[src/rtl/down_counter_ctrl.sv]
// down_counter_ctrl: restartable countdown controller with prescaler,
// pause/abort control, terminal-count strobe and optional auto-reload.
// Optional feature macro: DCC_DIR_EN adds a `dir` input; when it is latched
// high with the configuration, the counter counts up toward all-ones.
module down_counter_ctrl #(
  parameter int unsigned WIDTH    = 4,
  parameter int unsigned PRESCALE = 1
) (
  input  logic             clk,
  input  logic             rst_n,
  input  logic             cfg_valid,
  output logic             cfg_ready,
  input  logic [WIDTH-1:0] cfg_load,
  input  logic             cfg_reload,
  input  logic             start,
  input  logic             pause,
  input  logic             abort,
  input  logic             done_ack,
`ifdef DCC_DIR_EN
  input  logic             dir,
`endif
  output logic [WIDTH-1:0] count,
  output logic             busy,
  output logic             tc_pulse,
  output logic             done
);

  localparam int unsigned     PW       = (PRESCALE > 1) ? $clog2(PRESCALE) : 1;
  localparam logic [PW-1:0]    PRE_MAX  = PW'(PRESCALE - 1);
  localparam logic [WIDTH-1:0] ALL_ONES = '1;

  typedef enum logic [2:0] {
    S_IDLE  = 3'd0,
    S_ARMED = 3'd1,
    S_RUN   = 3'd2,
    S_HOLD  = 3'd3,
    S_DONE  = 3'd4
  } state_e;

  state_e           state_q, state_d;
  logic [WIDTH-1:0] count_q, count_d;
  logic [WIDTH-1:0] load_q, load_d;
  logic             reload_q, reload_d;
  logic [PW-1:0]    pre_q, pre_d;
  logic             tc_q, tc_d;
  logic             up_c;
  logic             cfg_hs_c;
  logic             tc_hit_c;
  logic             tick_c;

`ifdef DCC_DIR_EN
  logic dir_q, dir_d;

  // Direction latched with each accepted configuration
  always_ff @(posedge clk or negedge rst_n) begin
    if (!rst_n) dir_q <= 1'b0;
    else        dir_q <= dir_d;
  end

  // Capture direction on the config handshake
  always_comb begin
    dir_d = dir_q;
    if (cfg_hs_c && !(abort && state_q == S_ARMED)) dir_d = dir;
  end

  assign up_c = dir_q;
`else
  assign up_c = 1'b0;
`endif

  assign cfg_hs_c = cfg_valid && cfg_ready;
  assign tc_hit_c = up_c ? (count_q == ALL_ONES) : (count_q == '0);
  assign tick_c   = (pre_q == PRE_MAX);

  // State and datapath registers
  always_ff @(posedge clk or negedge rst_n) begin
    if (!rst_n) begin
      state_q  <= S_IDLE;
      count_q  <= '0;
      load_q   <= '0;
      reload_q <= 1'b0;
      pre_q    <= '0;
      tc_q     <= 1'b0;
    end else begin
      state_q  <= state_d;
      count_q  <= count_d;
      load_q   <= load_d;
      reload_q <= reload_d;
      pre_q    <= pre_d;
      tc_q     <= tc_d;
    end
  end

  // Next-state and datapath update; abort beats pause beats tick
  always_comb begin
    state_d  = state_q;
    count_d  = count_q;
    load_d   = load_q;
    reload_d = reload_q;
    pre_d    = pre_q;
    tc_d     = 1'b0;

    // An abort in ARMED discards a simultaneous config offer
    if (cfg_hs_c && !(abort && state_q == S_ARMED)) begin
      load_d   = cfg_load;
      reload_d = cfg_reload;
      count_d  = cfg_load;
    end

    case (state_q)
      S_IDLE: begin
        if (cfg_hs_c) state_d = S_ARMED;
      end
      S_ARMED: begin
        if (abort) begin
          state_d = S_IDLE;
          count_d = '0;
          pre_d   = '0;
        end else if (!cfg_hs_c && start) begin
          state_d = S_RUN;
          pre_d   = '0;
        end
      end
      S_RUN: begin
        if (abort) begin
          state_d = S_IDLE;
          count_d = '0;
          pre_d   = '0;
        end else if (pause) begin
          state_d = S_HOLD;
        end else if (tick_c) begin
          pre_d = '0;
          if (tc_hit_c) begin
            tc_d = 1'b1;
            if (reload_q) count_d = load_q;
            else          state_d = S_DONE;
          end else if (up_c) begin
            count_d = count_q + WIDTH'(1);
          end else begin
            count_d = count_q - WIDTH'(1);
          end
        end else begin
          pre_d = pre_q + PW'(1);
        end
      end
      S_HOLD: begin
        if (abort) begin
          state_d = S_IDLE;
          count_d = '0;
          pre_d   = '0;
        end else if (!pause) begin
          state_d = S_RUN;
        end
      end
      S_DONE: begin
        if (abort) begin
          state_d = S_IDLE;
          count_d = '0;
          pre_d   = '0;
        end else if (done_ack) begin
          state_d = S_IDLE;
        end
      end
      default: state_d = S_IDLE;
    endcase
  end

  assign count     = count_q;
  assign tc_pulse  = tc_q;
  assign cfg_ready = (state_q == S_IDLE) || (state_q == S_ARMED);
  assign busy      = (state_q == S_RUN) || (state_q == S_HOLD);
  assign done      = (state_q == S_DONE);

endmodule

[config.mk]
export PLATFORM = sky130hd
export DESIGN_NAME = down_counter_ctrl
export DESIGN_NICKNAME = d
export VERILOG_FILES = /design/src/rtl/down_counter_ctrl.sv
export SDC_FILE = /design/constraint.sdc
export NUM_CORES = 1
export LEC_CHECK = 0
export ABC_AREA = 1
export CORE_MARGIN = 1.5
export CORE_UTILIZATION = 40
export DETAILED_ROUTE_END_ITERATION = 16
export PLACE_DENSITY = 0.68
export SYNTH_ARGS = -nofsm -noshare
export SYNTH_HDL_FRONTEND = slang
export SYNTH_SLANG_ARGS = --single-unit
[constraint.sdc]
create_clock -name clk -period 1.65 [get_ports clk]
set_clock_uncertainty 0.2 [all_clocks]
set_input_delay 0.33 -clock clk [delete_from_list [all_inputs] [get_ports clk]]
set_output_delay 0.33 -clock clk [all_outputs]
set_load 0.01 [all_outputs]
==> impl_metrics.tcl <==
set metrics [dict create \
    power_mw 2.64 \
    cts.clk_slew.worst_paths_ns 0.08 \
    cts_tree "done" \
    r2r_setup_slack_ns -0.04 \
    grt_util_all_layers_pct 24.1 \
    synth_top_family_by_area "simple AND/OR/NAND/NOR gates" \
    dieHeight_um 51.6 \
    rsz0062_at_grt "yes" \
    synth_edf_count 0 \
    synth_compound_area_share_pct 11.9 \
    first_pass_iters 4 \
    ant_nets 0 \
    root_buffer "clkbuf_4" \
    synth_warnings 0 \
    synthDistinctLibCells 24 \
    critPathMaxFanout 7 \
    clockBufferDepth 2 \
    cp_data_arrival_time_ns 1.68 \
    crit_slowest_cell "dfrtp_2" \
    die_area_sq_um 2660 \
    wl_per_cell_um 13.0 \
    async_flop_share_pct 100 \
    synthSimpleGateAreaFrac_pct 40.5 \
    first_iter_violations 34 \
    synth_fa_ha_area_share_pct 1.32 \
    clk_latency_ns 0.29 \
    synth_mux_area_share_pct 0 \
    grt_max_degree 14 \
    syn2layout_area_growth_pct 64.1 \
    worstHoldPathType "in2async" \
    io-pin-count 20 \
    drive_gt1_share_pct 37.5 \
    synthCells 141 \
    finalHoldViolations 0 \
    diodes 0 \
    final_nets 214 \
    synth.yosys.seq_area_share_pct 34.4 \
    power.density_nw_per_um2 1710 \
    setup_viol 5 \
    maxSlewViolCount 0 \
    critPathLaunch "state_q[2]$_DFFE_PN0P_" \
    ir_drop_mv 1.04 \
    cts_made_buffers 3 \
    synth_seq_cells 13 \
    grt_pass1_vias 1088 \
    synthXorXnorAreaFrac_pct 0.927 \
    path_buf_inv 3 \
    max-slew-margin-rel_pct 76.3 \
    final_cell_mix "46 x nand2_1, 32 x buf_4, 15 x inv_1" \
    port_buffers 19 \
    synth_area_leaders "dfrtp_1 34%, nand2_1 19%, inv_1 8.7%" \
    finalWirelength_um 2970 \
    netlist.area_leader.share_pct 34.4 \
    cts.htree.levels 1 \
    yosys_most_used_dff "dfrtp_1" \
    grt_remaining_overflow 0 \
    failed_checks "setup timing" \
    dr_total_vias 1136 \
    path_cells "buf_12 > nor2_4 > buf_6 > nand3_4 > nand2_2 > nand2_2 > o21ai_2 > inv_1 > nand2_1 > nand2_1" \
    fin_crit_ns 1.69 \
    vias_per_cell 4.98 \
    status "complete, but fails checks" \
    worstSetupStartpointType "flip-flop" \
    syn_area_sq_um 945 \
    post_synth.cell_area_avg_sq_um 6.70 \
    dp_hpwl_um 2090 \
    worstSetupPathType "reg2reg" \
    period_share_pct 102 \
    cts_hold_buf 0 \
    antenna_found_initial 0 \
    drc 0 \
    utilization_pct 70.1 \
    p_leak_nw 0.833 \
    worst_slack_ns -0.0366 \
    tightest_slew_ns 0.354 \
    cp.required_ns 1.64 \
    r2r_start "state_q[2]$_DFFE_PN0P_" \
    max_cap_violations 0 \
    end_kind "flip-flop" \
    rows 17 \
    fin_setup_tns_ns -0.134 \
    gp_congestion 0.918 \
    start_util_pct 42.7 \
    layout_commonest_cell "nand2_1" \
    ff2ff_path_depth 10 \
    cp_slowest_stage_delay_ns 0.45 \
    reg2reg_to "count[1]$_DFF_PN0_" \
    synth_top_cell_by_area "dfrtp_1" \
    fmax_mhz 593 \
    grt_pass1_wl_um 4700 \
    die_w_um 51.6 \
    worst_path_dominant_cell_family "simple AND/OR/NAND/NOR gates" \
    cts.sinks 13 \
    syn_nets 154 \
    fillers 178 \
    coreArea_sq_um 2210 \
]
==> logic make-up (layout without fill, tap and decap cells) <==
kind of cell               after synthesis  after routing
AOI/OAI and AO/OA                       19             19
xor gates and xnor gates                 1              1
adders and majority gates                1              1
buffers and inverters                   25             84
DFF                                     13             13
and+or+nand+nor                         82             82
==> metal layers <==
metal	share of wire [%]	wire length (um)	track usage [%]
met3	5.0	148	4.60
met5	0	0	0
met1	41	1210	29.0
met2	51	1520	41.2
met4	2.9	86	11.0
==> through the flow <==
stage / hold slack [ns] / instance area, sq um / setup WS, ns / std cells
finish: 0.139 / 1550 / -0.0366 / 228
global route: 0.159 / 1550 / -0.134 / 228
CTS: 0.153 / 1510 / -0.0353 / 226
detailed placement: 0.283 / 1360 / -0.354 / 213
global placement: 0.268 / 1360 / -0.310 / 213
floorplan: -0.166 / 947 / 0.0167 / 141
==> synth_stat cells, types with 2 or more instances <==
library cell	count
nand2_1	49
inv_1	22
dfrtp_1	13
nor2_1	9
nand3_1	7
a21oi_1	6
nand2_2	5
nand4_1	5
o21ai_0	5
o21ai_2	3
nor2_4	2
nor3_1	2
o21ai_1	2
==> worst max-delay path by stage <==
stage                        endpoint  slack [ns]  depth (start not counted)
2_1_floorplan  state_q[1]$_DFFE_PN0P_        0.02                          9
3_3_place_gp       count[1]$_DFF_PN0_       -0.31                         10
3_5_place_dp       count[1]$_DFF_PN0_       -0.35                         10
4_1_cts            count[1]$_DFF_PN0_       -0.04                         10
5_1_grt            count[0]$_DFF_PN0_       -0.13                          8
6_report           count[1]$_DFF_PN0_       -0.04                         10
==> registers in the layout, summed over array words and instances (netlist names) <==
signal and count:
reload_q 1, count 4, load_q 4, tc_pulse 1
state_q 3
==> power by group <==
group	leakage [nW]	total [mW]	internal (mW)	switching, mW
Sequential	0.166	0.571	0.450	0.121
Clock	0.0150	0.215	0.0943	0.121
Combinational	0.652	1.86	0.843	1.02
Total	0.833	2.64	1.39	1.26
==> repair_timing <==
item                       4_1_cts  5_1_grt
pin swaps                        7        2
setup buffers                    8        2
setup endpoints to repair       14       13
gates cloned                     1        0
gates resized for setup         39       11
hold endpoints to repair         0        0
==> worst reg2reg max path, stage by stage (launching register included) <==
cell	delay (ns)
dfrtp_2	0.45
buf_12	0.14
nor2_4	0.10
buf_6	0.11
nand3_4	0.13
nand2_2	0.12
nand2_2	0.07
o21ai_2	0.13
inv_1	0.05
nand2_1	0.05
nand2_1	0.05
==> area by class of cell <==
| type | instances | area (sq um) | share of cell area, % |
|---|---|---|---|
| repair inverters | 1 | 3.75 | 0.242 |
| clock buffers | 4 | 26.3 | 1.69 |
| flip-flops and latches | 13 | 327 | 21.1 |
| well taps | 28 | 35.0 | 2.26 |
| inverters | 24 | 100 | 6.46 |
| multi-input cells | 103 | 588 | 37.9 |
| repair buffers | 55 | 470 | 30.3 |
Power figures use the tool's default switching activity.
